### config.mk
export PLATFORM = sky130hd
export DESIGN_NAME = rom_byte_streamer
export DESIGN_NICKNAME = d
export VERILOG_FILES = /design/src/rtl/rom_streamer_pkg.sv /design/src/rtl/byte_fifo2.sv /design/src/rtl/rom_byte_streamer.sv
export SDC_FILE = /design/constraint.sdc
export NUM_CORES = 1
export LEC_CHECK = 0
export CORE_ASPECT_RATIO = 2
export CORE_MARGIN = 2
export CORE_UTILIZATION = 53
export DETAILED_ROUTE_END_ITERATION = 6
export GPL_TIMING_DRIVEN = 1
export PLACE_DENSITY_LB_ADDON = 0.05
export SYNTH_ARGS = -nofsm -noshare
export SYNTH_HDL_FRONTEND = slang
export SYNTH_SLANG_ARGS = --single-unit
export TNS_END_PERCENT = 20
### constraint.sdc
create_clock -name clock_i -period 2.63 [get_ports clock_i]
set_input_delay 0.789 -clock clock_i [delete_from_list [all_inputs] [get_ports clock_i]]
set_output_delay 0.789 -clock clock_i [all_outputs]
set_load 0.03 [all_outputs]
### src/rtl/rom_streamer_pkg.sv
// Shared types and constants for the ROM byte streamer.
package rom_streamer_pkg;

   typedef enum logic [1:0] {
      IDLE  = 2'd0,
      FETCH = 2'd1,
      DRAIN = 2'd2
   } state_t;

   // Output buffer depth; the issue-credit check is sized against it.
   localparam int FIFO_DEPTH = 2;

endpackage

### src/rtl/byte_fifo2.sv
// Two-entry byte FIFO. Head data comes straight from storage registers,
// so the stream side never sees a combinational path from pop or push.
module byte_fifo2
   import rom_streamer_pkg::*;
(
   input  logic       clock_i,
   input  logic       reset_n_i,
   input  logic       push_i,
   input  logic [7:0] data_i,
   input  logic       pop_i,
   output logic [7:0] data_o,
   output logic       valid_o,
   output logic [1:0] occ_o
);

   logic [FIFO_DEPTH-1:0][7:0] mem_q;
   logic                       wr_q;
   logic                       rd_q;
   logic [1:0]                 occ_q;

   // Storage, pointers and occupancy; the caller guarantees no push into a full FIFO without a pop.
   always_ff @(posedge clock_i or negedge reset_n_i) begin
      if (!reset_n_i) begin
         mem_q <= '0;
         wr_q  <= 1'b0;
         rd_q  <= 1'b0;
         occ_q <= 2'd0;
      end else begin
         if (push_i) begin
            mem_q[wr_q] <= data_i;
            wr_q        <= ~wr_q;
         end
         if (pop_i) rd_q <= ~rd_q;
         case ({push_i, pop_i})
            2'b10:   occ_q <= occ_q + 2'd1;
            2'b01:   occ_q <= occ_q - 2'd1;
            default: ;
         endcase
      end
   end

   assign data_o  = mem_q[rd_q];
   assign valid_o = (occ_q != 2'd0);
   assign occ_o   = occ_q;

endmodule

### src/rtl/rom_byte_streamer.sv
// Reads a run of bytes from a one-cycle-latency ROM and streams them out
// on valid/ready with a last marker. Reads are only issued when the output
// FIFO is guaranteed room for the returning byte.
module rom_byte_streamer
   import rom_streamer_pkg::*;
#(
   parameter  int ROM_DEPTH = 2048,
   localparam int AW        = $clog2(ROM_DEPTH)
) (
   input  logic          clock_i,
   input  logic          reset_n_i,
   input  logic          start_i,
   input  logic [AW-1:0] base_addr_i,
   input  logic [AW:0]   length_i,
   output logic          busy_o,
   output logic          done_o,
   output logic [AW-1:0] rom_addr_o,
   output logic          rom_read_en_o,
   input  logic [7:0]    rom_data_i,
   output logic [7:0]    m_data_o,
   output logic          m_valid_o,
   output logic          m_last_o,
   input  logic          m_ready_i
);

   state_t        state_q, state_d;
   logic [AW-1:0] addr_q, addr_d;
   logic [AW:0]   iss_left_q, iss_left_d;
   logic [AW:0]   beat_left_q, beat_left_d;
   logic          inflight_q;
   logic          done_q, done_d;

   logic          issue;
   logic          pop;
   logic          credit;
   logic          fifo_valid;
   logic [1:0]    occ;

   assign pop = fifo_valid & m_ready_i;

   // Bytes already owed to the FIFO (held + in flight) minus the one leaving now must leave a free slot.
   assign credit = (int'(occ) + int'(inflight_q)) < (FIFO_DEPTH + int'(pop));

   // Next-state, counters and read issue.
   always_comb begin
      state_d     = state_q;
      addr_d      = addr_q;
      iss_left_d  = iss_left_q;
      beat_left_d = beat_left_q;
      done_d      = 1'b0;
      issue       = 1'b0;
      case (state_q)
         IDLE: begin
            if (start_i) begin
               addr_d      = base_addr_i;
               iss_left_d  = length_i;
               beat_left_d = length_i;
               if (length_i == '0) begin
                  // Empty transfer: report completion right away, DRAIN just unwinds.
                  state_d = DRAIN;
                  done_d  = 1'b1;
               end else begin
                  state_d = FETCH;
               end
            end
         end
         FETCH: begin
            if (iss_left_q != '0 && credit) begin
               issue      = 1'b1;
               addr_d     = addr_q + AW'(1);
               iss_left_d = iss_left_q - (AW+1)'(1);
               if (iss_left_q == (AW+1)'(1)) state_d = DRAIN;
            end
         end
         DRAIN: begin
            if (beat_left_q == '0) state_d = IDLE;
         end
         default: state_d = IDLE;
      endcase
      // Beats can leave during FETCH as well as DRAIN.
      if (pop) begin
         beat_left_d = beat_left_q - (AW+1)'(1);
         if (beat_left_q == (AW+1)'(1)) begin
            done_d  = 1'b1;
            state_d = IDLE;
         end
      end
   end

   // State registers; reset drops any in-flight ROM word.
   always_ff @(posedge clock_i or negedge reset_n_i) begin
      if (!reset_n_i) begin
         state_q     <= IDLE;
         addr_q      <= '0;
         iss_left_q  <= '0;
         beat_left_q <= '0;
         inflight_q  <= 1'b0;
         done_q      <= 1'b0;
      end else begin
         state_q     <= state_d;
         addr_q      <= addr_d;
         iss_left_q  <= iss_left_d;
         beat_left_q <= beat_left_d;
         inflight_q  <= issue;
         done_q      <= done_d;
      end
   end

   byte_fifo2 u_fifo (
      .clock_i   (clock_i),
      .reset_n_i (reset_n_i),
      .push_i    (inflight_q),
      .data_i    (rom_data_i),
      .pop_i     (pop),
      .data_o    (m_data_o),
      .valid_o   (fifo_valid),
      .occ_o     (occ)
   );

   assign m_valid_o     = fifo_valid;
   assign m_last_o      = fifo_valid && (beat_left_q == (AW+1)'(1));
   assign rom_addr_o    = addr_q;
   assign rom_read_en_o = issue;
   assign done_o        = done_q;
   assign busy_o        = (state_q != IDLE) && !done_q;

endmodule
==> qor.yml <==
run_status:
  outcome: "completed"
clocking:
  clkTransAtPathRegs_ns: 0.05
  cts_hold_buf: 0
  cts_buffers: 9
  clock_sinks: 59
  cts_tree: "done"
  clkLatencyLatePin_ns: 0.33
  root_buffer: "clkbuf_16"
  cts_buffer_depth: 2
  htreeDepth: 3
sta:
  max_freq_mhz: 387
  grt_setup_unrepaired: "no"
  finalHoldWorstSlack_ns: 0.456
  tightest_slew_ns: 0.722
  finalMaxSlewViolations: 0
  max-slew-margin-rel_pct: 51.7
  hold_viol_final: 0
  period_needed_ns: 2.59
  skew_ns: 0.00454
  setup_violations: 0
  finalCritPeriodShare_pct: 98.3
synth:
  synth_seq_cells: 59
  synth_top_family_by_area: "compound AO/OA/AOI/OAI gates"
  syn_area_um2: 3270
  syn_inst: 351
  post_synth_fa_ha_maj_area_fraction_pct: 3.45
  syn_nets: 395
  synth_top_area_cell: "dfrtp_1"
  ys_seq_area_share_pct: 45.2
  synth_area_leaders: "dfrtp_1, mux2_2, a21oi_1, nand2_1, ha_1"
  synthMuxAreaShare_pct: 8.88
  synth_compound_area_share_pct: 19.9
  synth-simple-area-share_pct: 18.2
  avgSynthCellArea_um2: 9.31
  synth-edff-count: 0
  synth-xor-area-share_pct: 1.34
  synth_flop_cell: "dfrtp_1"
  async_reset_ff_share_pct: 100
  ys_types: 55
  yosys.area.top_type_share_pct: 45.2
  yosysWarningCount: 0
floorplan:
  fp.dieH_um: 115
  initial_core_util_pct: 54.4
  dieArea_um2: 6850
  rows: 40
  pin_count: 59
  core-area_um2: 6010
  die_x_um: 59.5
hold_path:
  hold_path_class: "in2async"
routing:
  num_vias: 3010
  drcViolationCount: 0
  via_per_inst: 6.17
  dr.first_iter.drc_count: 146
  first_pass_iters: 4
  ant_nets: 0
  routed_wl_um: 8690
  wl_per_cell_um: 17.8
final_layout:
  area_growth_pct: 32.4
  mostFrequentLayoutCell: "dfrtp_1"
  nNetsFinal: 465
  multi_input_area_um2: 1720
  regArea_um2: 1480
  fillers: 474
  final_cell_mix: "dfrtp_1, clkdlybuf4s50_1, a21oi_1"
  fin_util_pct: 72.0
  diodes: 0
  design_area_um2: 4330
  drive_gt1_share_pct: 16.9
  instances_no_fill: 488
global_routing:
  grtUsageTotal_pct: 27.5
  antenna_found_initial: 0
  grt_pass1_vias: 3039
  grt_max_degree: 60
  overflow: 0
  grt_pass1_wl_um: 14000
worst_setup_path:
  cp.required_ns: 1.84
  cp-start-kind: "register"
  cp.arrival_ns: 1.80
  regToRegEndpoint: "iss_left_q[10]"
  startpoint: "beat_left_q[5]"
  regToRegSetupSlack_ns: 0.34
  path_class: "reg2out"
  r2r-start: "iss_left_q[1]"
  crit_fanout: 4
  crit_path_end_kind: "primary output"
  rr_worst_depth: 7
  crit_path_end: "m_last_o"
power_and_ir_drop:
  ir_drop_mv: 0.845
  p_total_w: 0.00577
  p_leak_nw: 1.87
  powerDensity_nw_per_um2: 1330
placement:
  io_buffer_count: 58
  placed_cell_area_um2: 4010
  placed_cells: 471
  hpwl_um: 6330
  place_congestion: 0.845
run:
  max_cap_viol_count: 0
critical path: stages (launching register included):
cell and delay (ns):
dfrtp_1 0.40, nor3_1 0.31, and2_1 0.25, nand4b_1 0.18, nor2b_1 0.16, buf_4 0.17
cell type report:
cell class,instances,share of cell area [%]
Clock buffer,13,6.25
Clock inverter,2,0.231
Inverter,10,0.868
Multi-Input combinational cell,267,39.8
Sequential cell,59,34.2
Tap cell,63,1.82
Timing Repair Buffer,74,16.9
metrics by stage:
step / worst slack, ns / TNS [ns]
6_report: 0.0445 / 0
5_1_grt: 0.00490 / 0
4_1_cts: -0.00895 / -0.00895
3_5_place_dp: -0.0556 / -0.0556
3_3_place_gp: -0.0289 / -0.0289
2_1_floorplan: 0.221 / 0
cells in the mapped netlist, drive strengths merged (3+ instances only):
cell type	number
a21oi	45
a22oi	3
a31oi	3
and2	3
buf	5
clkbuf	10
dfrtp	59
ha	9
inv	10
mux2	24
nand2	41
nand2b	3
nand3	14
nor2	25
nor3	11
nor4	6
o211ai	4
o21ai	23
o22ai	10
or3	6
xnor2	3
registers in the layout (all words and copies together) (netlist names):
register / count
u_fifo.rd_q: 1
inflight_q: 1
iss_left_q: 12
u_fifo.wr_q: 1
u_fifo.occ_o: 2
beat_left_q: 12
u_fifo.mem_q: 16
state_q: 2
rom_addr_o: 11
done_o: 1
how the worst min path moves through the flow:
stage,end,start,slack (ns)
global placement,u_fifo.wr_q,u_fifo.wr_q,0.48
CTS,inflight_q,reset_n_i,0.48
floorplan,u_fifo.wr_q,u_fifo.wr_q,0.46
detailed placement,u_fifo.wr_q,u_fifo.wr_q,0.49
global route,u_fifo.mem_q[10],reset_n_i,0.49
finish,u_fifo.mem_q[10],reset_n_i,0.46
routing by layer:
layer,track usage [%],part of all wire (%),vias up
li1,-,-,1415
met5,0,0,-
met1,27.8,35,1487
met4,13.0,3.3,0
met2,51.5,58,88
met3,4.95,3.8,20
power by group:
| group | leakage [nW] | total, W | switching, W | internal, W |
|---|---|---|---|---|
| Clock | 0.141 | 0.00110 | 0.000395 | 0.000705 |
| Combinational | 1.05 | 0.00288 | 0.00155 | 0.00133 |
| Sequential | 0.683 | 0.00179 | 0.000446 | 0.00135 |
timing repair:
item / in CTS / in global routing
gates cloned: 0 / 0
pin swaps: 1 / 2
setup buffers: 0 / 2
setup endpoints to repair: 9 / 2
resized for setup: 1 / 4
kinds of logic after synthesis:
kind of cell               after synthesis
xor gates and xnor gates                 5
adders and majority gates                9
buffers and inverters                   25
muxes                                   26
DFF                                     59
and+or+nand+nor                        121
AOI/OAI and AO/OA                      106
Note: power is estimated with default switching activity, not from simulation.
